--- config.mk ---
export PLATFORM = sky130hd
export DESIGN_NAME = x_moment
export DESIGN_NICKNAME = d
export VERILOG_FILES = /design/src/rtl/x_moment.sv
export SDC_FILE = /design/constraint.sdc
export NUM_CORES = 1
export LEC_CHECK = 0
export ABC_AREA = 1
export ABC_CLOCK_PERIOD_IN_PS = 2900
export BUFFER_PORTS_ARGS = -buffer_cell sky130_fd_sc_hd__buf_4
export CAP_MARGIN = 25
export CORE_MARGIN = 1
export CORE_UTILIZATION = 44
export CTS_CLUSTER_SIZE = 24
export DETAILED_ROUTE_END_ITERATION = 12
export PLACE_DENSITY = 0.7
export SYNTH_ARGS = -nofsm -noshare
export SYNTH_HDL_FRONTEND = slang
export SYNTH_SLANG_ARGS = --single-unit
--- constraint.sdc ---
create_clock -name clk -period 2.9 [get_ports clk]
set_input_delay 0.29 -clock clk [delete_from_list [all_inputs] [get_ports clk]]
set_output_delay 0.29 -clock clk [all_outputs]
set_load 0.01 [all_outputs]
--- src/rtl/x_moment.sv ---
// Streaming x-moment engine: signed x-weighted sum of column sums over a sliding
// window of accepted columns, six accepted columns of pipeline latency.
module x_moment #(
  parameter  int LUMA_BITS     = 8,
  parameter  int WINDOW_SIZE_X = 7,
  parameter  int WINDOW_SIZE_Y = 5,
  localparam int HALF_WIDTH    = WINDOW_SIZE_X / 2,
  localparam int MOMENT_BITS   =
    $clog2(HALF_WIDTH * (HALF_WIDTH + 1) * WINDOW_SIZE_Y / 2) + LUMA_BITS + 1
) (
  input  logic                          clk,
  input  logic                          in_reset,
  input  logic                          in_valid,
  input  logic [LUMA_BITS-1:0]          in_column [WINDOW_SIZE_Y],
  output logic signed [MOMENT_BITS-1:0] out_xmoment,
  output logic                          out_valid
);

  localparam int          SUM_BITS = LUMA_BITS + $clog2(WINDOW_SIZE_Y + 1);
  localparam int unsigned YL       = WINDOW_SIZE_Y / 2;
  localparam int unsigned LAT      = 6;

  logic [SUM_BITS-1:0]           part_q [2];
  logic [SUM_BITS-1:0]           part_d [2];
  logic [SUM_BITS-1:0]           sum_q, sum_d;
  logic [SUM_BITS-1:0]           win_q  [WINDOW_SIZE_X];
  logic [SUM_BITS-1:0]           win_d  [WINDOW_SIZE_X];
  logic signed [MOMENT_BITS-1:0] diff_q [HALF_WIDTH];
  logic signed [MOMENT_BITS-1:0] diff_d [HALF_WIDTH];
  logic signed [MOMENT_BITS-1:0] wt_q   [HALF_WIDTH];
  logic signed [MOMENT_BITS-1:0] wt_d   [HALF_WIDTH];
  logic signed [MOMENT_BITS-1:0] tot_q, tot_d;
  logic signed [MOMENT_BITS-1:0] out_q;
  logic                          valid_q;
  logic [2:0]                    cnt_q;

  // Two-level column adder tree: half-column partials, then their total.
  always_comb begin
    part_d = '{default: '0};
    for (int unsigned i = 0; i < WINDOW_SIZE_Y; i++) begin
      if (i < YL) part_d[0] = part_d[0] + SUM_BITS'(in_column[i]);
      else        part_d[1] = part_d[1] + SUM_BITS'(in_column[i]);
    end
    sum_d = part_q[0] + part_q[1];
  end

  // win_q[0] is the newest sum; win_q[HALF_WIDTH] is the zero-weight centre.
  always_comb begin
    win_d[0] = sum_q;
    for (int unsigned i = 1; i < WINDOW_SIZE_X; i++) win_d[i] = win_q[i-1];
    for (int unsigned d = 0; d < HALF_WIDTH; d++) begin
      diff_d[d] = MOMENT_BITS'(win_q[HALF_WIDTH-1-d]) - MOMENT_BITS'(win_q[HALF_WIDTH+1+d]);
      wt_d[d]   = diff_q[d] * $signed(MOMENT_BITS'(d + 1));
    end
    tot_d = '0;
    for (int unsigned d = 0; d < HALF_WIDTH; d++) tot_d = tot_d + wt_q[d];
  end

  always_ff @(posedge clk) begin
    if (!in_reset) begin
      if (in_valid) part_q <= part_d;
      else          part_q <= '{default: '0};
      sum_q   <= '0;
      win_q   <= '{default: '0};
      diff_q  <= '{default: '0};
      wt_q    <= '{default: '0};
      tot_q   <= '0;
      out_q   <= '0;
      valid_q <= 1'b0;
      cnt_q   <= in_valid ? 3'd1 : 3'd0;
    end else if (in_valid) begin
      part_q  <= part_d;
      sum_q   <= sum_d;
      win_q   <= win_d;
      diff_q  <= diff_d;
      wt_q    <= wt_d;
      tot_q   <= tot_d;
      out_q   <= tot_q;
      // cnt_q saturates once the pipeline holds only post-reset data.
      valid_q <= (cnt_q == 3'(LAT));
      if (cnt_q != 3'(LAT)) cnt_q <= cnt_q + 3'd1;
    end else begin
      valid_q <= 1'b0;
    end
  end

  assign out_xmoment = out_q;
  assign out_valid   = valid_q;

endmodule

==> results.json <==
{
  "dieArea_um2": 26500,
  "port_buffers": 57,
  "power_leakage_nw": 6.09,
  "stdcell_count": 1891,
  "synth_top_area_share_pct": 33.6,
  "drtIter0Drc": 546,
  "critPathArrivalTime_ps": 2720,
  "fmax_ghz": 0.424,
  "crit_chain": "fa_1, ha_1, inv_1, fa_1, inv_1, nand3_1, nand3_1, nand2_1, nand3_1, nand2_1, nand3_1, o21ai_1",
  "cts_num_sinks": 213,
  "yosysMostFrequentCell": "nand2_1",
  "gp_congestion": 0.861,
  "synth_seq_area_share_pct": 39.4,
  "slew_violations": 0,
  "clockBufferDepth": 3,
  "synthesis.area_um2": 11400,
  "reg2reg_from": "wt_q[1]",
  "clock_tree.root_cell": "clkbuf_16",
  "dp_hpwl_um": 18500,
  "hold_depth": 2,
  "antenna_cells": 0,
  "worst_slew_pin_slew_ps": 885,
  "synth_nets": 1662,
  "die_y_um": 163,
  "min_path_type": "input port to flop",
  "ant_nets": 0,
  "maxCapViolCount": 0,
  "critPathMaxStageDelay_ps": 540,
  "avgSynthCellArea_um2": 7.61,
  "clk_pin_slew_ps": 60,
  "num_vias": 9539,
  "cts_resized": 0,
  "fin_tns_setup_ps": 0,
  "nFillCells": 2463,
  "outcome": "completed",
  "yosys_warnings": 0,
  "worstSkewPairLatency_ps": 510,
  "grt_pass1_wl_um": 42500,
  "core_area_um2": 25300,
  "hold_buffers": 0,
  "finalHoldViolations": 0,
  "dr.pass1.iters": 5,
  "post_drt_wl_per_cell_um": 13.2,
  "syn_to_final_growth_pct": 13.4,
  "path_max_fanout": 5,
  "crit_required_ps": 3260,
  "fin_crit_sh_pct": 81.4,
  "critPathKind": "flop to flop",
  "worstHoldStart": "in_reset",
  "initial_core_util_pct": 45.0,
  "grt_pass1_vias": 9215,
  "viasPerCell": 5.04,
  "antenna_found_initial": 0,
  "syn_inst": 1498,
  "wirelength_um": 25000,
  "cpMaxStageDelayCell": "fa_1",
  "synth_cell_types": 37,
  "power_density_nw_per_um2": 608,
  "whs_endpoint": "cnt_q[0]",
  "synth_edf_count": 22,
  "num_io_pins": 58,
  "gr-total-overflow": 0,
  "drc": 0,
  "dp_cells": 1851,
  "synth_area_leaders": "dfxtp_1 34%, nand2_1 13%, ha_1 10%",
  "slew_headroom_pct": 41.0,
  "drive_gt1_share_pct": 6.79,
  "grt_max_degree": 117,
  "htreeDepth": 1,
  "final_nets": 1709,
  "cts_buffers": 22,
  "clock_skew_ps": 16.6,
  "reg2reg_depth": 12,
  "ys_top_cells_by_count": "391 x nand2_1, 243 x inv_1, 191 x dfxtp_1",
  "end_kind": "flop",
  "rsz0062_at_grt": "no",
  "startpoint_type": "flop",
  "rows": 58,
  "postCtsSetupBuffers": 0,
  "period_needed_ps": 2360,
  "cp_common_cell": "nand3_1",
  "grt_usage_pct": 19.4,
  "path_delay_family": "adder cells",
  "r2r_end": "tot_q[9]",
  "rrSetupSlack_ps": 540,
  "vdd_drop_max_mv": 0.506,
  "fp.dieW_um": 163,
  "synth_ff_type": "dfxtp_1",
  "yosys.area.top_type": "dfxtp_1",
  "post-route-util_pct": 51.0,
  "cp.buffers_inverters": 2,
  "tritoncts": "built",
  "synth.ff_latch_count": 213,
  "synthArstFlopShare_pct": 0,
  "setup_viol": 0
}
==> state kept, by name, summed over array words and instances, names as in the netlist, 3 cells and up <==
name / cells
tot_q: 14
diff_q: 36
part_q: 19
out_xmoment: 14
cnt_q: 3
wt_q: 38
win_d: 66
win_q: 11
sum_q: 11
==> kinds of logic after synthesis <==
group	after synthesis	share of synthesized area [%]
simple gates	603	21.5
buf+inv	287	9.99
compound gates	269	13.7
flops	213	39.4
fa+ha+maj	121	15.1
xor+xnor	5	0.384
==> cell type report <==
cell class | instances | area [um^2] | share of cell area (%)
well taps | 330 | 413 | 3.20
flip-flops and latches | 213 | 4480 | 34.7
clock inverters | 13 | 233 | 1.80
inverters | 246 | 925 | 7.16
clock buffers | 27 | 579 | 4.49
multi-input cells | 998 | 5780 | 44.7
repair buffers | 64 | 505 | 3.91
==> metal layers <==
metal	wire, um	vias up	track usage, %
met2	12100	154	34.6
met5	0	-	0
met3	732	42	2.11
met4	597	0	5.52
met1	11500	4365	24.6
li1	-	4978	-
==> how the worst max path moves through the flow <==
| stage | from | to | slack [ps] | depth (start not counted) |
|---|---|---|---|---|
| 2_1_floorplan | in_column[1] | part_q[9] | 680 | 11 |
| 3_3_place_gp | in_column[1] | part_q[9] | 490 | 12 |
| 3_5_place_dp | in_column[1] | part_q[9] | 460 | 12 |
| 4_1_cts | wt_q[1] | tot_q[9] | 530 | 12 |
| 5_1_grt | wt_q[1] | tot_q[9] | 320 | 12 |
| 6_report | wt_q[1] | tot_q[9] | 540 | 12 |
==> cells in the final DEF, fill, tap and decap left out, drive strengths merged, types with 2 or more instances in the layout <==
| cell | n |
|---|---|
| a21o | 3 |
| nand4 | 19 |
| bufinv | 6 |
| a21boi | 3 |
| inv | 245 |
| o21ai | 92 |
| o21a | 3 |
| nand3 | 82 |
| fa | 28 |
| a22o | 19 |
| buf | 64 |
| nand2 | 392 |
| a31oi | 2 |
| xnor2 | 3 |
| o22ai | 85 |
| xor2 | 2 |
| clkinvlp | 3 |
| nor3 | 3 |
| nor2 | 102 |
| a21oi | 58 |
| nand3b | 2 |
| o21bai | 2 |
| edfxtp | 22 |
| clkbuf | 27 |
| ha | 93 |
| clkinv | 5 |
| dfxtp | 191 |
==> metrics by stage <==
stage                     hold slack, ps  total power [mW]  worst slack [ps]  cell area (um^2)
after detailed placement             446              4.79               458             12100
after global placement               439              4.77               494             12100
after CTS                            132              7.94               530             12900
after global routing                 144              8.30               322             12900
after floorplan                      426              4.41               676             11400
final                                143              7.86               540             12900
==> power breakdown <==
part           leakage, nW  internal, mW  total, mW  switching, mW
registers             1.77          3.18       3.30          0.118
logic                 3.93         0.540       1.42          0.880
clock network        0.385          1.96       3.13           1.17
(Power assumes the default switching activity.)
